==> config.mk <==
export PLATFORM = sky130hd
export DESIGN_NAME = fp16_mul_arbiter
export DESIGN_NICKNAME = d
export VERILOG_FILES = /design/src/rtl/fp16_mul_arbiter.sv
export SDC_FILE = /design/constraint.sdc
export NUM_CORES = 1
export LEC_CHECK = 0
export CORE_MARGIN = 1
export CORE_UTILIZATION = 50
export CTS_BUF_LIST = sky130_fd_sc_hd__clkbuf_16
export DETAILED_ROUTE_END_ITERATION = 16
export GPL_ROUTABILITY_DRIVEN = 1
export PLACE_DENSITY = 0.84
export SYNTH_ARGS = -nofsm -noshare
export SYNTH_HDL_FRONTEND = slang
export SYNTH_SLANG_ARGS = --single-unit
==> constraint.sdc <==
create_clock -name CLK -period 5.8 [get_ports CLK]
set_input_delay 0.87 -clock CLK [delete_from_list [all_inputs] [get_ports CLK]]
set_output_delay 0.87 -clock CLK [all_outputs]
set_load 0.02 [all_outputs]
==> src/rtl/fp16_mul_arbiter.sv <==
// Round-robin sharing of one registered fp16 multiplier between two requesters. Results are
// tagged and steered into per-requester response FIFOs guarded by credits, so none is dropped.
module fp16_mul_arbiter #(
  parameter int MUL_LAT   = 1,
  parameter int RES_DEPTH = 3
) (
  input  logic        CLK,
  input  logic        RESETn,
  input  logic        req0_valid,
  output logic        req0_ready,
  input  logic [15:0] req0_a,
  input  logic [15:0] req0_b,
  input  logic        req1_valid,
  output logic        req1_ready,
  input  logic [15:0] req1_a,
  input  logic [15:0] req1_b,
  output logic        rsp0_valid,
  input  logic        rsp0_ready,
  output logic [15:0] rsp0_data,
  output logic        rsp1_valid,
  input  logic        rsp1_ready,
  output logic [15:0] rsp1_data,
  output logic [15:0] mul_a,
  output logic [15:0] mul_b,
  input  logic [15:0] mul_res,
  output logic        busy
);

  localparam int CW = $clog2(RES_DEPTH + 1);
  localparam int PW = (RES_DEPTH > 1) ? $clog2(RES_DEPTH) : 1;
  localparam logic [CW-1:0] CRED_MAX = CW'(RES_DEPTH);
  localparam logic [PW-1:0] PTR_LAST = PW'(RES_DEPTH - 1);

  logic                    rr_q, rr_d;
  logic [1:0][CW-1:0]      credit_q, credit_d;
  logic [1:0][CW-1:0]      count_q, count_d;
  logic [1:0][PW-1:0]      wr_ptr_q, wr_ptr_d;
  logic [1:0][PW-1:0]      rd_ptr_q, rd_ptr_d;
  logic [MUL_LAT-1:0]      tag_vld_q, tag_vld_d;
  logic [MUL_LAT-1:0]      tag_id_q, tag_id_d;
  logic [15:0]             fifo_mem_q [2][RES_DEPTH];

  logic [1:0] req_valid, rsp_ready, elig, grant, push, pop, nonempty, rsp_vld;
  logic       issue, wb_vld, wb_id;

  function automatic logic [PW-1:0] ptr_inc(input logic [PW-1:0] p);
    return (p == PTR_LAST) ? '0 : p + PW'(1);
  endfunction

  assign req_valid = {req1_valid, req0_valid};
  assign rsp_ready = {rsp1_ready, rsp0_ready};

  // Grants are forced low in any reset cycle so nothing issues while state is being cleared.
  assign elig[0]  = req_valid[0] & (credit_q[0] != '0);
  assign elig[1]  = req_valid[1] & (credit_q[1] != '0);
  assign grant[0] = RESETn & elig[0] & (~elig[1] | ~rr_q);
  assign grant[1] = RESETn & elig[1] & (~elig[0] | rr_q);
  assign issue    = grant[0] | grant[1];
  assign rr_d     = issue ? ~grant[1] : rr_q;

  assign req0_ready = grant[0];
  assign req1_ready = grant[1];
  assign mul_a = grant[0] ? req0_a : (grant[1] ? req1_a : 16'h0000);
  assign mul_b = grant[0] ? req0_b : (grant[1] ? req1_b : 16'h0000);

  // The tag pipe mirrors the multiplier latency; its output says whose result mul_res is.
  assign tag_vld_d = (tag_vld_q << 1) | MUL_LAT'(issue);
  assign tag_id_d  = (tag_id_q << 1) | MUL_LAT'(grant[1]);
  assign wb_vld    = tag_vld_q[MUL_LAT-1];
  assign wb_id     = tag_id_q[MUL_LAT-1];
  assign push[0]   = wb_vld & ~wb_id;
  assign push[1]   = wb_vld & wb_id;

  assign nonempty[0] = (count_q[0] != '0);
  assign nonempty[1] = (count_q[1] != '0);
  assign rsp_vld     = {2{RESETn}} & nonempty;
  assign pop         = rsp_vld & rsp_ready;

  assign rsp0_valid = rsp_vld[0];
  assign rsp1_valid = rsp_vld[1];
  assign rsp0_data  = rsp_vld[0] ? fifo_mem_q[0][rd_ptr_q[0]] : 16'h0000;
  assign rsp1_data  = rsp_vld[1] ? fifo_mem_q[1][rd_ptr_q[1]] : 16'h0000;
  assign busy       = RESETn & ((|tag_vld_q) | (|nonempty));

  always_comb begin
    // NOTE: defaults first, so every path assigns every output and no latch is inferred.
    credit_d = credit_q;
    count_d  = count_q;
    wr_ptr_d = wr_ptr_q;
    rd_ptr_d = rd_ptr_q;
    for (int i = 0; i < 2; i++) begin
      case ({grant[i], pop[i]})
        2'b10:   credit_d[i] = credit_q[i] - CW'(1);
        2'b01:   credit_d[i] = credit_q[i] + CW'(1);
        default: credit_d[i] = credit_q[i];
      endcase
      case ({push[i], pop[i]})
        2'b10:   count_d[i] = count_q[i] + CW'(1);
        2'b01:   count_d[i] = count_q[i] - CW'(1);
        default: count_d[i] = count_q[i];
      endcase
      if (push[i]) wr_ptr_d[i] = ptr_inc(wr_ptr_q[i]);
      if (pop[i])  rd_ptr_d[i] = ptr_inc(rd_ptr_q[i]);
    end
  end

  always_ff @(posedge CLK) begin
    // NOTE: non-blocking assignments so every register samples the pre-edge values.
    if (!RESETn) begin
      rr_q      <= 1'b0;
      credit_q  <= {2{CRED_MAX}};
      count_q   <= '0;
      wr_ptr_q  <= '0;
      rd_ptr_q  <= '0;
      tag_vld_q <= '0;
      tag_id_q  <= '0;
    end else begin
      rr_q      <= rr_d;
      credit_q  <= credit_d;
      count_q   <= count_d;
      wr_ptr_q  <= wr_ptr_d;
      rd_ptr_q  <= rd_ptr_d;
      tag_vld_q <= tag_vld_d;
      tag_id_q  <= tag_id_d;
    end
  end

  // NOTE: the FIFO storage is not reset; the occupancy counters alone decide what is readable.
  always_ff @(posedge CLK) begin
    for (int i = 0; i < 2; i++) begin
      if (push[i]) fifo_mem_q[i][wr_ptr_q[i]] <= mul_res;
    end
  end

endmodule

## Word-level counts from Yosys, hierarchy flattened

Memory sizes are Yosys's and may differ from the RTL's.
Index checks and enable logic that the tools add are counted.

- Register bits: 19
- Memory bits (writable): 96
- Memories: 1

Memory list:

| memory | depth | bits a word | rd ports | clocked after memory_dff | wr ports | line | text |
|---|---|---|---|---|---|---|---|
| fifo_mem_q | 2 | 48 | 2 | 0 | 1 | 41 | `logic [15:0] fifo_mem_q [2][RES_DEPTH];` |

- Add/subtract/negate cells: 12
- Magnitude comparators: 6
- Equal/unequal tests: 12
- Muxes and demuxes: 31
- Bitwise logic cells: 24
- Reductions and logical operators: 12

Operators with widths:

| kind | number |
|---|---|
| two-way mux 16 bit | 12 |
| two-way mux 48 bit | 4 |
| binary-select mux 16 bit (select 2 bit) | 2 |
| demux 16 bit (select 2 bit) | 2 |
| OR reduction 48 bit | 1 |
| adder 2 x 1 -> 2 bit, second input constant | 8 |
| == test 2 bit, second input constant | 8 |
| one-hot mux 2 bit (2 select lines) | 4 |
| nonzero test 2 bit | 8 |
| >= comparator 3 bit, second input constant | 4 |
| inverter 2 -> 3 bit | 4 |
| AND 1 bit | 9 |
| == test 2 x 1 -> 1 bit, second input constant | 4 |
| two-way mux 2 bit | 4 |
| subtractor 2 x 1 -> 2 bit, second input constant | 4 |
| < comparator 3 x 1 -> 1 bit, second input constant | 2 |
| inverter 1 bit | 5 |
| AND 2 bit | 2 |
| bitwise OR 1 bit | 4 |
| two-way mux 1 bit | 3 |
| logical AND 1 bit | 2 |
| OR reduction 2 bit | 1 |

## Longest topological paths before layout

Gate-level depths: netlist (run 1).

- Depth in word-level cells: 8
- Depth in mapped cells: 8
- Mapped depth without buffers: 7

## Worst setup path after synthesis (run 1)

Ideal clock, no wire load.

- Path kind: reg-to-reg
- Start: register wr_ptr_q[1] in the netlist's numbering
- End: memory fifo_mem_q[0][32] in the netlist's numbering, enable pin
- Library setup time: 440 ps
- Arrival time: 2,191 ps
- Data required time: 5,360 ps
- Slack: 3,170 ps
- Stages on the path, launching flop included: 2
- Path buffers: 0
- Path through: dfxtp_1 -> nor4b_1

- Cells in the longest elaborated chain, start to end: 7
- Elaborated cells on any way between the ends: 8

RTL lines:

| what | line | text |
|---|---|---|
| start: declaration | 37 | `logic [1:0][PW-1:0] wr_ptr_q, wr_ptr_d;` |
| start signal: assignment | 121 | `wr_ptr_q <= wr_ptr_d;` |
| inverter 2 -> 3 bit (implied by the code) * | 131 | `if (push[i]) fifo_mem_q[i][wr_ptr_q[i]] <= mul_res;` |
| >= comparator 3 bit (implied by the code) or < comparator 3 x 1 -> 1 bit (tied branches) | 131 |  |
| logical AND 1 bit (implied by the code) | 131 |  |
| two-way mux 16 bit (implied by the code) | 131 |  |
| demux 16 bit (select 2 bit) * | 131 |  |
| two-way mux 48 bit (implied by the code) * | 131 |  |
| two-way mux 48 bit (no line) * | - |  |
| end: declaration | 41 |  |

Every way passes the cells marked *; elsewhere a longest branch is shown, timed or not.

## Final worst setup path (run 1)

- Start: input port req1_valid
- End: output port mul_a[12]

- Cells in the longest elaborated chain, start to end: 5
- Elaborated cells on any way between the ends: 8

RTL lines:

| what | line | text |
|---|---|---|
| start: declaration | 13 | `input logic req1_valid,` |
| AND 1 bit * | 55 | `assign elig[1] = req_valid[1] & (credit_q[1] != '0);` |
| AND 1 bit or inverter 1 bit (tied branches) | 57, 56 |  |
| AND 1 bit or bitwise OR 1 bit (tied branches) | 57, 56 |  |
| two-way mux 16 bit or AND 1 bit (tied branches) | 63, 56 |  |
| two-way mux 16 bit * | 63 | `assign mul_a = grant[0] ? req0_a : (grant[1] ? req1_a : 16'h0000);` |
| end: declaration | 23 | `output logic [15:0] mul_a,` |

Marked as above.

==> qor.csv, run 1 <==
stage,metric,value,unit
run_status,status,completed,
floorplan,row_count,37,
synthesis,syn_nets,544,
clock_tree,post_cts_buffers,0,
clock_tree,cts_tree,built,
power,power_leakage,0.00258,uW
clock_tree,cts_resized,0,
layout,layout-drive-gt1-share,0.112,
layout,fill_cells,647,
floorplan,dieWidth,104,um
synthesis,synth_cell_types,41,
global_routing,grtUsageMet3,0.0733,
synthesis,yosysWarnings,0,
place,place_area,6850,um^2
global_routing,grt_pass1_wl,22.7,mm
critical_path,reg2regPathDepth,6,
layout,final_nets,692,
layout,final_cell_mix,"153 x clkdlybuf4s50_1, 100 x nand2_1, 96 x edfxtp_1",
detailed_routing,via_per_inst,5.55,
timing,drv_slew,0,
synthesis,yosys.area.top_type,edfxtp_1,
place,place_congestion,0.777,
floorplan,boundaryPins,155,
synthesis,synth_adder_area_share,0.00953,
global_routing,antenna_found_initial,3,
critical_path,rr_endpoint,credit_q[3]$_SDFFE_PN1P_,
critical_path,reg2reg_from,credit_q[0]$_SDFFE_PN1P_,
global_routing,grt_max_degree,36,
power,vdd_drop_max,0.000280,V
critical_path,worstPathArrival,3.04,ns
layout,regArea,3260,um^2
synthesis,post_synth_and_or_nand_nor_area_fraction,0.150,
synthesis,synthXorXnorAreaFrac,0.0133,
layout,syn_to_final_growth,43.1,%
clock_tree,root_buffer,clkbuf_16,
worst_hold_path,hold_start,credit_q[1]$_SDFFE_PN1P_,
detailed_routing,routed_wl,14.5,mm
global_routing,gr-max-usage-layer,met2,
clock_tree,clock-sinks,115,
clock_tree,postCtsHoldBufs,0,
global_routing,gr-usage-met1,0.296,
timing,min_period,3.91,ns
synthesis,synth-edff-count,96,
timing,fin_skew,0.00755,ns
detailed_routing,dr.pass1.iters,5,
timing,fin_crit_sh,0.674,
floorplan,die_h,104,um
layout,finalInstanceArea,7520,um^2
clock_tree,clk_pin_slew_worst_paths,0.05,ns
critical_path,start_kind,input pin,
critical_path,worstSetupPathType,in -> out,
worst_hold_path,hold_end,credit_q[1]$_SDFFE_PN1P_,
job,max_cap_viol_count,0,
timing,finalHoldViolations,0,
synthesis,synth_area_leaders,"edfxtp_1 55%, dfxtp_1 7.2%, nand2_1 7.1%",
worst_hold_path,hold_depth,2,
detailed_routing,drt_iter0_drc,315,
critical_path,rrSetupSlack,3.64,ns
synthesis,ys_seq_area_frac,0.621,
power,power,2450,uW
floorplan,coreArea,10200,um^2
clock_tree,htree_num_levels,4,
timing,tightest_slew,1.30,ns
worst_hold_path,hold_path.class,reg -> reg,
clock_tree,clock_latency,0.40,ns
power,powerDensity,326,nW/um^2
detailed_routing,wl_per_cell,19.3,um
global_routing,grt_usage,0.281,
global_routing,overflow,0,
synthesis,synthCells,454,
clock_tree,cts_buffers,17,
critical_path,path_max_fanout,32,
layout,multi_input_area,1800,um^2
synthesis,synth_top_family_by_area,simple AND/OR/NAND/NOR gates,
synthesis,ys.flop_type,edfxtp_1,
global_routing,grt_pass1_vias,4259,
timing,setup_viol,0,
place,dp_hpwl,9.52,mm
critical_path,end_kind,output port,
synthesis,synth_compound_area_frac,0.101,
global_routing,use_met2,0.513,
floorplan,die-area,10900,um^2
synthesis,syn_area,5250,um^2
detailed_routing,dr_total_vias,4188,
layout,mostFrequentLayoutCell,clkdlybuf4s50_1,
timing,max_freq,256,MHz
timing,fin_tns_setup,0,ns
detailed_routing,route.detailed.drc,0,
floorplan,initial_core_util,0.513,
critical_path,critPathRequiredTime,4.93,ns
timing,rsz0062_at_grt,no,
detailed_routing,ant_nets,0,
timing,slew_headroom,0.134,
synthesis,synth.avg_cell_area,11.6,um^2
clock_tree,cts_buffer_depth,2,
place,port_buffers,154,
synthesis,async_reset_ff_frac,0,
synthesis,synthMuxAreaShare,0.0610,
synthesis,synth_seq_cells,115,
synthesis,yosysTopAreaCellShare,0.549,
-- cells by family after synthesis --
family,count (synthesis)
simple gates,168
flops,115
compound gates,89
buf+inv,38
mux,32
xor+xnor,8
fa+ha+maj,4
-- worst max-delay path: stages --
cell and delay, ns:
clkdlybuf4s50_1 0.43, o211ai_2 0.11, nand3_2 0.50, o22ai_1 0.44, clkdlybuf4s50_1 0.68
-- per-layer routing --
| metal | part of all wire | up-vias | wire, um |
|---|---|---|---|
| li1 | - | 1929 | - |
| met1 | 0.36 | 2044 | 5210 |
| met2 | 0.55 | 193 | 8060 |
| met3 | 0.062 | 22 | 905 |
| met4 | 0.025 | 0 | 366 |
| met5 | 0 | - | 0 |
-- how the worst max path moves through the flow --
stage / endpoint / cells past startpoint / slack [ns] / start
finish: mul_a[12] / 5 / 1.89 / req1_valid
detailed placement: mul_a[12] / 5 / 1.94 / req1_valid
global placement: mul_a[12] / 5 / 1.98 / req1_valid
floorplan: fifo_mem_q[0][32]$_DFFE_PP_ / 1 / 3.17 / wr_ptr_q[1]$_SDFFE_PN0P_
CTS: mul_a[12] / 5 / 1.93 / req1_valid
global route: mul_a[12] / 5 / 1.80 / req1_valid
-- power by group --
group / internal (uW) / total, uW / leakage [uW] / switching, uW
Combinational: 169 / 330 / 0.00123 / 161
Sequential: 924 / 957 / 0.00103 / 33.1
Clock: 801 / 1170 / 0.000316 / 364
-- flip-flops by register name, summed over array words and instances, names as in the netlist --
name	flops
fifo_mem_q	96
count_q	4
credit_q	4
rd_ptr_q	4
wr_ptr_q	4
rr_q	1
tag_id_q	1
tag_vld_q	1
-- layout make-up --
class,count,area share
tap,136,0.0226
inverter,6,0.00300
clock buffer,17,0.0566
multi-input combinational,301,0.240
timing repair buffer,161,0.211
antenna,3,0.000999
sequential,115,0.434
clock inverter,15,0.0316
-- stage by stage --
| stage | cells | hold WS [ns] | utilization | worst slack [ns] |
|---|---|---|---|---|
| after global routing | 754 | 0.559 | 0.735 | 1.80 |
| after floorplan | 454 | 0.484 | - | 3.17 |
| after detailed placement | 719 | 0.525 | 0.669 | 1.94 |
| final | 754 | 0.538 | 0.735 | 1.89 |
| after global placement | 719 | 0.510 | 0.669 | 1.98 |
| after CTS | 751 | 0.531 | 0.734 | 1.93 |
-- cell usage after synthesis, types with 6 or more instances --
cell and number:
a21oi_1 38, buf_2 11, buf_4 6, clkbuf_1 9, dfxtp_1 19, edfxtp_1 96, inv_1 6, mux2i_1 32
nand2_1 100, nand3_1 7, nor2_1 8, o21ai_0 7, o22ai_1 32, or2_0 14, or2_2 19, xor2_1 6
Power figures use the tool's default switching activity.
==> inputs of run 2 (changes only) <==
- CORE_UTILIZATION: 50 -> 43
- PLACE_DENSITY: 0.84 -> 0.77
- clock period: 5.8 -> 3.2 ns (I/O delays scaled with it)
==> run 2 against run 1 <==
Against the previous run: final area shrank 0.52%; global-route usage shrank 4.3 points; routed wire length shrank 2.1%; first-iteration DRC count shrank 39%; combinational power grew 91%; register-to-register slack lost 2.5 ns; clock skew shrank 0.0021 ns; sequential share of layout area grew 0.23 points; flip-flop and latch count is the same; clock power grew 44%; cell count grew 2.3%; critical path depth is the same; critical endpoint is now rsp1_data[7]; highest routed layer unchanged.
==> qor.csv, run 2 (synthesized netlist as in run 1, its figures left out) <==
stage,metric,value,unit
floorplan,initial_core_util,0.439,
critical_path,worstPathArrival,2.52,ns
timing,tightest_slew,0.957,ns
power,p_seq_frac,0.426,
clock_tree,cts_tree,built,
floorplan,die-area,12700,um^2
power,powerDensity,540,nW/um^2
timing,max_freq,333,MHz
job,max_cap_viol_count,0,
power,vdd_drop_max,0.000356,V
global_routing,antenna_found_initial,0,
timing,rsz0062_at_grt,no,
critical_path,reg2regPathDepth,7,
floorplan,boundaryPins,155,
timing,setup_viol,0,
clock_tree,clk_pin_slew_worst_paths,0.05,ns
place,dp_hpwl,10.2,mm
clock_tree,cts_resized,0,
detailed_routing,dr.pass1.iters,5,
clock_tree,postCtsHoldBufs,0,
run_status,status,completed,
detailed_routing,dr_total_vias,4114,
critical_path,end_kind,output port,
floorplan,die_h,113,um
timing,finalHoldViolations,0,
place,place_area,6940,um^2
critical_path,path_max_fanout,12,
layout,final_cell_mix,"153 x clkdlybuf4s50_1, 100 x nand2_1, 96 x edfxtp_1",
clock_tree,htree_num_levels,4,
detailed_routing,via_per_inst,5.34,
timing,drv_slew,0,
global_routing,grt_max_degree,40,
clock_tree,post_cts_buffers,0,
detailed_routing,wl_met2,7.54,mm
timing,setup_slack,0.196,ns
floorplan,row_count,40,
power,p_clk_frac,0.418,
clock_tree,clock_latency,0.40,ns
critical_path,critPathRequiredTime,2.72,ns
power,netSwitchingFraction,0.232,
detailed_routing,drt_iter0_drc,193,
layout,antenna_cells,0,
global_routing,grt_usage,0.237,
detailed_routing,ant_nets,0,
critical_path,start_kind,register,
worst_hold_path,hold_end,wr_ptr_q[2]$_SDFFE_PN0N_,
global_routing,grt_pass1_wl,21.8,mm
place,preCtsSetupSlack,0.346,ns
detailed_routing,routed_wl,14.2,mm
layout,final_util,0.625,
clock_tree,clock-sinks,115,
detailed_routing,route.met3.wl,967,um
floorplan,coreArea,12000,um^2
clock_tree,cts_buffers,17,
layout,syn_to_final_growth,42.4,%
critical_path,rrSetupSlack,1.12,ns
place,place_congestion,0.885,
critical_path,critical_path_buf_inv_count,2,
layout,finalInstanceArea,7480,um^2
timing,fin_skew,0.00540,ns
worst_hold_path,hold_path.class,in -> reg,
layout,layout-drive-gt1-share,0.114,
clock_tree,root_buffer,clkbuf_16,
critical_path,cp_cell_sequence,buf_4 -> mux2i_1 -> or2_2 -> a21oi_1 -> clkdlybuf4s50_1,
power,pwr-share-comb,0.156,
global_routing,overflow,0,
floorplan,dieWidth,113,um
timing,fin_tns_setup,0,ns
critical_path,rr_endpoint,credit_q[3]$_SDFFE_PN1P_,
critical_path,reg2reg_from,credit_q[2]$_SDFFE_PN1P_,
timing,min_period,3.00,ns
layout,stdcell_count,771,
critical_path,critPathTopFamily,buffers and inverters,
global_routing,grt_pass1_vias,4228,
timing,fin_crit_sh,0.939,
place,dp_cells,739,
clock_tree,cts_buffer_depth,2,
detailed_routing,route.detailed.drc,0,
detailed_routing,wl_per_cell,18.5,um
power,p_sw,937,uW
detailed_routing,wl_met1,4.98,mm
detailed_routing,maxUsedRoutingLayer,met4,
layout,final_nets,701,
critical_path,crit_slowest_cell,dfxtp_1,
layout,largest_reg_flops,96,
layout,mostFrequentLayoutCell,clkdlybuf4s50_1,
timing,slew_headroom,0.362,
critical_path,worstSetupPathType,reg -> out,
power,power_leakage,0.00261,uW
worst_hold_path,hold_start,RESETn,
power,intPower,3100,uW
worst_hold_path,hold_depth,2,
critical_path,cp_slowest_stage_delay,0.63,ns
place,port_buffers,154,
run 2: cell types whose count changed in the layout (fill, tap and decap cells not counted), sizes merged:
cell      previous run  this run
buf                  8        17
inv                  6        13
clkinvlp             2         0
diode                3         0
bufinv               6         2
clkinv               7         6
run 2: area by class of cell:
cell class              count  area, um^2
repair buffers            170        1670
fillers                   955        4480
flip-flops and latches    115        3260
inverters                   6        22.5
clock buffers              17         425
well taps                 147         184
multi-input cells         301        1800
clock inverters            15         113
run 2: worst max path at each step:
stage / depth (start not counted) / slack, ns / start / to
floorplan: 1 / 0.57 / wr_ptr_q[1]$_SDFFE_PN0P_ / fifo_mem_q[0][32]$_DFFE_PP_
global placement: 6 / 0.37 / req1_valid / mul_b[6]
detailed placement: 6 / 0.35 / req1_valid / mul_b[6]
CTS: 5 / 0.19 / rd_ptr_q[2]$_SDFFE_PN0N_ / rsp1_data[7]
global route: 5 / 0.08 / rd_ptr_q[2]$_SDFFE_PN0N_ / rsp1_data[7]
finish: 5 / 0.20 / rd_ptr_q[2]$_SDFFE_PN0N_ / rsp1_data[7]
run 2: metrics by stage:
| step | hold slack (ns) | total power (uW) |
|---|---|---|
| after CTS | 0.470 | 4070 |
| after detailed placement | 0.530 | 2380 |
| final | 0.493 | 4040 |
| after global routing | 0.497 | 4190 |
| after global placement | 0.503 | 2360 |
| after floorplan | 0.484 | 2070 |
run 2: power by group through the flow:
stage / logic [uW] / registers, uW / clock network [uW]
finish: 631 / 1720 / 1690
global route: 676 / 1720 / 1790
CTS: 634 / 1720 / 1710
detailed placement: 629 / 1750 / 0
global placement: 620 / 1740 / 0
floorplan: 351 / 1720 / 0
run 2: routing by layer:
| metal | vias to the layer above | GRT usage |
|---|---|---|
| met5 | - | 0 |
| met4 | 0 | 0.154 |
| met3 | 35 | 0.0664 |
| met2 | 203 | 0.436 |
| met1 | 1928 | 0.235 |
| li1 | 1948 | - |
==> inputs of run 3 (changes only) <==
- CORE_MARGIN: 1 -> unset
==> results of run 3 <==
Same layout as run 2: the final DEF is identical, and so are final timing and power.
